$ cat config.mk
export PLATFORM = sky130hd
export DESIGN_NAME = piso_tx
export DESIGN_NICKNAME = d
export VERILOG_FILES = /design/src/rtl/piso_tx.sv
export SDC_FILE = /design/constraint.sdc
export NUM_CORES = 1
export LEC_CHECK = 0
export CORE_ASPECT_RATIO = 1.25
export CORE_MARGIN = 8
export CORE_UTILIZATION = 55
export CTS_CLUSTER_DIAMETER = 100
export DETAILED_ROUTE_END_ITERATION = 8
export PLACE_DENSITY_LB_ADDON = 0.08
export SLEW_MARGIN = 20
export SYNTH_ARGS = -nofsm -noshare
export SYNTH_HDL_FRONTEND = slang
export SYNTH_SLANG_ARGS = --single-unit
$ cat constraint.sdc
create_clock -name clk -period 3.1 [get_ports clk]
set_clock_uncertainty 0.2 [all_clocks]
set_input_delay 0.62 -clock clk [delete_from_list [all_inputs] [get_ports clk]]
set_output_delay 0.62 -clock clk [all_outputs]
set_load 0.005 [all_outputs]
$ cat src/rtl/piso_tx.sv
// Parallel-in serial-out transmitter: captures a word on ld, shifts it out one bit
// per clock with an optional trailing even-parity bit, and reports busy/done.
module piso_tx #(
  parameter int WIDTH     = 16,
  parameter int LSB_FIRST = 0,
  parameter int PARITY    = 0
) (
  input  logic             clk,
  input  logic             rst_n,
  input  logic             ld,
  input  logic [WIDTH-1:0] data_in,
  output logic             sout,
  output logic             sout_valid,
  output logic             busy,
  output logic             done
);

  localparam int CW = $clog2(WIDTH + 2);
  localparam logic [CW-1:0] DATA_LAST = CW'(WIDTH);
  localparam logic [CW-1:0] FRAME_LEN = CW'(WIDTH + PARITY);

  typedef enum logic [1:0] {IDLE, SHIFT, DONE} state_t;

  state_t           state, state_n;
  logic [WIDTH-1:0] shreg, shreg_n;
  logic             par, par_n;
  logic [CW-1:0]    cnt, cnt_n;
  logic             sout_n, valid_n, busy_n, done_n;

  always_ff @(posedge clk or negedge rst_n) begin
    if (!rst_n) begin
      state      <= IDLE;
      shreg      <= '0;
      par        <= 1'b0;
      cnt        <= '0;
      sout       <= 1'b0;
      sout_valid <= 1'b0;
      busy       <= 1'b0;
      done       <= 1'b0;
    end else begin
      state      <= state_n;
      shreg      <= shreg_n;
      par        <= par_n;
      cnt        <= cnt_n;
      sout       <= sout_n;
      sout_valid <= valid_n;
      busy       <= busy_n;
      done       <= done_n;
    end
  end

  // cnt holds the number of frame bits already placed on sout; the shift register
  // keeps the bit currently on sout at its outgoing end, so the next bit is one in.
  always_comb begin
    state_n = state;
    shreg_n = shreg;
    par_n   = par;
    cnt_n   = cnt;
    sout_n  = 1'b0;
    valid_n = 1'b0;
    busy_n  = busy;
    done_n  = 1'b0;
    case (state)
      IDLE: begin
        busy_n = 1'b0;
        cnt_n  = '0;
        if (ld) begin
          state_n = SHIFT;
          shreg_n = data_in;
          par_n   = ^data_in;
          sout_n  = (LSB_FIRST != 0) ? data_in[0] : data_in[WIDTH-1];
          valid_n = 1'b1;
          busy_n  = 1'b1;
          cnt_n   = CW'(1);
        end
      end
      SHIFT: begin
        if (cnt == FRAME_LEN) begin
          state_n = DONE;
          done_n  = 1'b1;
        end else begin
          valid_n = 1'b1;
          cnt_n   = cnt + CW'(1);
          if (cnt < DATA_LAST) begin
            if (LSB_FIRST != 0) begin
              shreg_n = shreg >> 1;
              sout_n  = shreg[1];
            end else begin
              shreg_n = shreg << 1;
              sout_n  = shreg[WIDTH-2];
            end
          end else begin
            sout_n = par;
          end
        end
      end
      DONE: begin
        state_n = IDLE;
        busy_n  = 1'b0;
        cnt_n   = '0;
      end
      default: begin
        state_n = IDLE;
        busy_n  = 1'b0;
        cnt_n   = '0;
      end
    endcase
  end

endmodule

==> results of run 1 <==
-- layout make-up --
type | instances | area, um^2
clock buffers | 4 | 26.28
fillers | 207 | 753.2
inverters | 3 | 11.26
multi-input cells | 106 | 601.8
flip-flops and latches | 27 | 675.6
well taps | 33 | 41.29
repair buffers | 25 | 242.7
-- synthesized netlist by cell type, drive strengths merged --
library cell	number	share of area [%]
xnor2	14	9.3
nand2	32	9.1
mux2i	1	0.76
clkbuf	2	0.57
ha	2	1.9
xor2	4	2.7
nand4bb	1	0.85
a21oi	3	1.1
a31oi	14	6.6
o21ai	1	0.38
nor2b	1	0.47
buf	5	1.9
dfrtp	27	51
a211oi	1	0.57
nor3b	1	0.95
inv	3	0.85
nand2b	3	1.4
o31ai	1	0.57
nor2	20	5.7
nand3	4	1.5
a21o	3	1.7
-- per-layer routing --
metal  GRT usage, %  wire, um
met5              0         0
met1          16.56      1095
met3          2.904       107
met2          22.72      1277
met4          7.447        48
-- sequential cells by signal (all words and copies together) (netlist names) --
name / flops
done: 1
cnt: 5
sout_valid: 1
state: 2
shreg: 15
sout: 1
busy: 1
par: 1
-- logic make-up after synthesis --
logic type / Yosys count / share of synthesized area, %
xor+xnor: 18 / 11.93
fa+ha+maj: 2 / 1.894
mux: 1 / 0.7576
buf+inv: 10 / 3.314
flops: 27 / 51.14
simple gates: 62 / 19.98
compound gates: 23 / 10.98
-- stage by stage --
step           setup slack [ps]  cell area [um^2]  instances  util, %
3_5_place_dp              861.2              1573        194    66.86
3_3_place_gp              882.0              1573        194    66.86
4_1_cts                    1068              1599        198    67.98
2_1_floorplan              1470              1321        143        -
6_report                   1088              1599        198    67.98
5_1_grt                    1040              1599        198    67.98
-- worst paths after layout --
path | from | end | slack (ps) | depth (start not counted)
hold reg to reg | busy$_DFFE_PN0N_ | busy$_DFFE_PN0N_ | 300 | 1
setup / recovery | busy$_DFFE_PN0N_ | busy | 1090 | 1
setup reg to reg | state[1]$_DFFE_PN0P_ | cnt[0]$_DFFE_PN0N_ | 1240 | 4
min in group asynchronous | rst_n | sout_valid$_DFF_PN0_ | 460 | 2
hold / removal | busy$_DFFE_PN0N_ | busy$_DFFE_PN0N_ | 300 | 1
max in group asynchronous | rst_n | shreg[6]$_DFFE_PN0P_ | 1990 | 2
-- power by group --
part	total (mW)	internal, mW	leakage, nW	switching [mW]
logic	0.609	0.283	0.357	0.326
clock network	0.147	0.0503	0.0150	0.0971
registers	0.608	0.514	0.324	0.0933
==> flow_summary.ini, run 1 <==
[die]
design.core.area_um2 = 2352
io_pins = 23
die_w_um = 59.84
num_rows = 20
initial_utilization_pct = 56.17
die_area_um2 = 4237
die_y_um = 70.80

[timing]
relSlewSlack_pct = 50.48
fin_crit_sh_pct = 64.91
hold_viol = 0
slew_violations = 0
setup_viol = 0
fin_setup_tns_ps = 0
fin_worst_hold_slack_ps = 297.5
rsz0062_at_grt = false
worst_slew_pin_slew_ps = 742.8
min_period_ps = 2012
fmax_ghz = 0.4970

[worst_setup_path]
cp_max_fo = 2
cp.arrival_ps = 1190
critPathCaptureType = output port
crit_chain = clkdlybuf4s50_1
start_kind = register
cp_num_buf_inv = 1
slowest_stage = clkdlybuf4s50_1
cp_top_family = buffers and inverters
critical_path_class = reg2out
critPathMaxStageDelay_ps = 500
cp_data_required_time_ps = 2280

[global_routing]
grt_pass1_wl_um = 4698
grt_max_degree = 30
antenna_found_initial = 0
grt_overflow = 0
grt_pass1_vias = 1096
grt.total_usage_pct = 14.00

[placement]
post-dp-hpwl_um = 1824
place_congestion = 0.7635
portBuffers = 22

[clock_tree]
cts_tree = built
root_buffer = clkbuf_4
cts.sinks = 27
htree_levels = 1
postCtsSetupBuffers = 0
post_cts_resized = 0
clockBufferDepth = 2
clock_latency_ps = 320
cts-buffers-inserted = 3
clkTransAtPathRegs_ps = 140
cts.hold.buffers_added = 0

[outcome]
run_status = finished clean

[worst_hold_path]
hold_class = reg2reg

[drt]
vias_per_cell = 5.202
vias = 1030
drt_iter0_drc = 46
drt_drc_violations_left = 0
drt_pass1_iterations = 4
wl_um = 2529
wl_per_cell_um = 12.77
drtAntennaViolNets = 0

[layout]
layout.cells.most_common = nand2_1
drive_above_1_share_pct = 4.242
final_cell_mix = nand2_1, dfrtp_1, clkdlybuf4s50_1
area_delta_synth_final_pct = 21.02
design.final.nets = 187
diodes = 0

[synthesis]
syn-cell-area_um2 = 1321
ys_types = 21
syn-num-nets = 164
syn_area_per_cell_um2 = 9.240
ys_warn_count = 0
ys_seq_area_share_pct = 51.14
synth-seq-cells = 27
syn_inst = 143

[pwr]
p_leak_nw = 0.6961
powerDensity_nw_per_um2 = 852.9
power.total_mw = 1.364
irDropWorstVdd_mv = 0.4447

[job]
drv_cap = 0
No activity file was read; power rests on OpenSTA's default activity.
==> run 2: changes to the inputs <==
CORE_UTILIZATION = 51   (was 55)
clock period = 2 ns   (was 3.1 ns; I/O delays follow)
==> flow_summary.ini, run 2 (same netlist as run 1, synthesis figures left out) <==
[drt]
highest_layer = met4
met1_length_um = 1124
vias_per_cell = 5.275
drt_pass1_iterations = 4
vias = 1055
route.met3.wl_um = 143
wl_per_cell_um = 12.90
drtAntennaViolNets = 0
drt_drc_violations_left = 0
drt_iter0_drc = 26
wl_um = 2579
routed-wl-met2_um = 1282

[layout]
area_delta_synth_final_pct = 23.39
design.final.nets = 189
fin_util_pct = 66.48
drive_above_1_share_pct = 5.988
final_cell_mix = nand2_1, dfrtp_1, clkdlybuf4s50_1
regMostFlops = shreg
diodes = 0
reg_top3 = shreg (15), cnt (5), state (2)
largest_reg_flops = 15
fill_cells = 224
instances_no_fill = 200
layout.cells.most_common = nand2_1
final_cell_area_um2 = 1630

[worst_setup_path]
start_kind = register
cp_data_required_time_ps = 1400
cp_max_fo = 2
critical_path_class = reg2out
critPathMaxStageDelay_ps = 500
critPathCaptureType = output port
cp_num_buf_inv = 1
cp_top_family = buffers and inverters
slowest_stage = clkdlybuf4s50_1
cp.arrival_ps = 1190
crit_chain = clkdlybuf4s50_1

[timing]
slew_violations = 0
hold_viol = 0
relSlewSlack_pct = 72.63
fmax_ghz = 0.5584
worst_slew_pin_slew_ps = 410.6
rsz0062_at_grt = false
min_period_ps = 1791
fin_crit_sh_pct = 89.54
setup_viol = 0
fin_setup_tns_ps = 0

[clock_tree]
clkTransAtPathRegs_ps = 140
cts.hold.buffers_added = 0
cts-buffers-inserted = 3
clock_latency_ps = 320
post_cts_resized = 0
clockBufferDepth = 2
cts_tree = built
htree_levels = 1
cts.sinks = 27
root_buffer = clkbuf_4
postCtsSetupBuffers = 0

[worst_hold_path]
hold_class = in2async

[global_routing]
grt.total_usage_pct = 13.41
antenna_found_initial = 0
grt_pass1_vias = 1101
grt_overflow = 0
grt_pass1_wl_um = 4754
grt_max_degree = 30

[pwr]
internal_power_mw = 1.363
irDropWorstVdd_mv = 0.8456
power_frac_seq_pct = 43.1
powerDensity_nw_per_um2 = 1347
p_leak_nw = 0.7132
power.switching_uw = 832.6
p_clk_share_pct = 10.7
p_sw_share_pct = 37.92
power_frac_comb_pct = 46.2

[outcome]
run_status = finished clean

[die]
die_y_um = 72.91
design.core.area_um2 = 2452
io_pins = 23
die_area_um2 = 4485
initial_utilization_pct = 53.88
num_rows = 20
die_w_um = 61.53

[placement]
portBuffers = 22
dp.cells = 196
post-dp-hpwl_um = 1945
dpl_cell_area_um2 = 1604
place_congestion = 0.7647

[job]
drv_cap = 0
==> run 2: final timing paths <==
| check | startpoint | to | slack, ps | cells past startpoint |
|---|---|---|---|---|
| max | busy$_DFFE_PN0N_ | busy | 210 | 1 |
| min reg2reg | busy$_DFFE_PN0N_ | busy$_DFFE_PN0N_ | 290 | 1 |
| min | rst_n | sout_valid$_DFF_PN0_ | 220 | 2 |
| max reg2reg | cnt[0]$_DFFE_PN0N_ | cnt[0]$_DFFE_PN0N_ | 340 | 6 |
| min in group clk | busy$_DFFE_PN0N_ | busy$_DFFE_PN0N_ | 290 | 1 |
| max in group asynchronous | rst_n | shreg[8]$_DFFE_PN0P_ | 1120 | 2 |
==> run 2: area by class of cell <==
| cell class | instances | area, um^2 | area share [%] |
|---|---|---|---|
| clock buffer | 4 | 26.28 | 1.612 |
| inverter | 3 | 11.26 | 0.6907 |
| multi-input combinational | 106 | 605.6 | 37.15 |
| sequential | 27 | 675.6 | 41.44 |
| tap | 33 | 41.29 | 2.533 |
| timing repair buffer | 27 | 270.3 | 16.58 |
==> run 2: metal layers <==
layer,vias up,GRT usage (%)
li1,521,-
met1,501,16.23
met2,29,22.72
met3,4,2.293
met4,0,4.569
met5,-,0
==> run 2: power by group through the flow <==
stage                     Sequential, mW  Clock, mW  Combinational, mW
after floorplan                    0.925          0              0.720
after global placement             0.946          0              0.993
after detailed placement           0.963          0               1.02
after CTS                          0.949      0.241               1.03
after global routing               0.978      0.257               1.15
final                              0.947      0.234               1.01
==> run 2: per-stage QoR <==
step / total power, mW / hold slack, ps / setup WS, ps
final: 2.196 / 224.4 / 209.3
after global routing: 2.389 / 264.0 / 149.3
after CTS: 2.219 / 232.4 / 187.6
after detailed placement: 1.986 / 269.2 / 35.54
after global placement: 1.939 / 260.4 / 22.30
after floorplan: 1.644 / -95.59 / 520.2
==> run 2: worst register-to-register path, cell delays in order, from the launching register on <==
cell	delay, ps
dfrtp_1	420
inv_1	110
ha_1	150
nand4bb_1	260
nor2_1	270
a211oi_1	70
a21oi_1	120
==> run 3: changes to the inputs <==
CORE_UTILIZATION = 55   (was 51)
RECOVER_POWER = 50   (was unset)
clock period = 2.28 ns   (was 2 ns; I/O delays follow)
==> flow_summary.ini, run 3 (same netlist as run 1, synthesis figures left out) <==
[outcome]
run_status = finished clean

[drt]
drt_pass1_iterations = 4
vias = 1010
wl_um = 2593
drtAntennaViolNets = 0
drt_iter0_drc = 18
drt_drc_violations_left = 0
wl_per_cell_um = 13.03
vias_per_cell = 5.075

[worst_setup_path]
critPathMaxStageDelay_ps = 500
cp_top_family = buffers and inverters
critical_path_class = reg2out
r2r-end = shreg[12]$_DFFE_PN0P_
cp_num_buf_inv = 1
regToRegSetupSlack_ps = 460
cp.arrival_ps = 1190
critPathCaptureType = output port
reg2reg_from = state[1]$_DFFE_PN0P_
rr_worst_depth = 4
cp_max_fo = 2
cp_data_required_time_ps = 1620
slowest_stage = clkdlybuf4s50_1
crit_chain = clkdlybuf4s50_1
start_kind = register

[layout]
layout.cells.most_common = nand2_1
area_delta_synth_final_pct = 22.06
diodes = 0
final_cell_area_um2 = 1613
largest_reg_flops = 15
design.final.nets = 188
regMostFlops = shreg
instances_no_fill = 199
drive_above_1_share_pct = 4.217
final_cell_mix = nand2_1, dfrtp_1, clkdlybuf4s50_1
reg_top3 = shreg (15), cnt (5), state (2)

[clock_tree]
root_buffer = clkbuf_4
cts.sinks = 27
cts-buffers-inserted = 3
htree_levels = 1
postCtsSetupBuffers = 0
cts.hold.buffers_added = 0
clock_latency_ps = 310
clockBufferDepth = 2
post_cts_resized = 0
cts_tree = built
clkTransAtPathRegs_ps = 140

[pwr]
p_leak_nw = 0.7026
power_frac_comb_pct = 45.9
power.switching_uw = 716.9
p_clk_share_pct = 10.5
irDropWorstVdd_mv = 0.7005
p_sw_share_pct = 37.75
power.total_mw = 1.899
power_frac_seq_pct = 43.6
powerDensity_nw_per_um2 = 1178
internal_power_mw = 1.182

[die]
design.core.area_um2 = 2352
initial_utilization_pct = 56.17
die_area_um2 = 4237
io_pins = 23
die_y_um = 70.80
num_rows = 20
die_w_um = 59.84

[timing]
slew_violations = 0
fin_crit_sh_pct = 81.08
worst_slew_pin_slew_ps = 677.9
min_period_ps = 1849
fmax_ghz = 0.5410
relSlewSlack_pct = 54.81
rsz0062_at_grt = false
fin_setup_tns_ps = 0
hold_viol = 0
setup_viol = 0
fin_worst_hold_slack_ps = 299.5

[placement]
post-dp-hpwl_um = 1869
portBuffers = 22
dpl_cell_area_um2 = 1593
place_congestion = 0.7847
dp.cells = 195

[worst_hold_path]
min_path_cells = 1
hold_start = busy$_DFFE_PN0N_
hold_end = busy$_DFFE_PN0N_
hold_class = reg2reg

[job]
drv_cap = 0

[global_routing]
grt.total_usage_pct = 13.82
grt_overflow = 0
grt_pass1_vias = 1083
grt_max_degree = 30
grt_pass1_wl_um = 4588
antenna_found_initial = 0
## run 3: changes by cell type in the layout (fill, tap and decap cells not counted), sizes merged
cell / previous run / this run
dlygate4sd3: 0 / 1
clkdlybuf4s50: 22 / 21
clkbuf: 4 / 6
buf: 5 / 2
## run 3: power by group through the flow
stage / Clock [mW] / Sequential (mW) / Combinational, mW
detailed placement: 0 / 0.841 / 0.881
CTS: 0.215 / 0.829 / 0.888
floorplan: 0 / 0.811 / 0.631
global route: 0.225 / 0.854 / 1.01
global placement: 0 / 0.831 / 0.859
finish: 0.200 / 0.829 / 0.871
## run 3: layout make-up
| class | instances | area, um^2 |
|---|---|---|
| Sequential cell | 27 | 675.6 |
| Tap cell | 33 | 41.29 |
| Multi-Input combinational cell | 106 | 601.8 |
| Fill cell | 218 | 739.5 |
| Inverter | 3 | 11.26 |
| Clock buffer | 4 | 26.28 |
| Timing Repair Buffer | 26 | 256.5 |
## run 3: stage by stage
step	utilization (%)	setup slack (ps)
final	68.56	431.5
after global routing	68.56	359.9
after CTS	68.83	402.5
after detailed placement	67.71	184.0
after global placement	67.71	217.5
after floorplan	-	800.2
## run 3: worst max path at each step
stage / from / to / cells past startpoint
2_1_floorplan: state[0]$_DFFE_PN0P_ / shreg[10]$_DFFE_PN0P_ / 5
3_3_place_gp: data_in[11] / par$_DFFE_PN0N_ / 6
3_5_place_dp: data_in[11] / par$_DFFE_PN0N_ / 6
4_1_cts: busy$_DFFE_PN0N_ / busy / 1
5_1_grt: state[1]$_DFFE_PN0P_ / shreg[11]$_DFFE_PN0P_ / 4
6_report: busy$_DFFE_PN0N_ / busy / 1
## run 3: per-layer routing
metal,up-vias,global-route usage (%),share of wire (%)
met2,16,22.36,51
li1,518,-,-
met5,-,0,0
met3,2,3.630,3.6
met4,0,6.117,0.69
met1,474,16.45,45
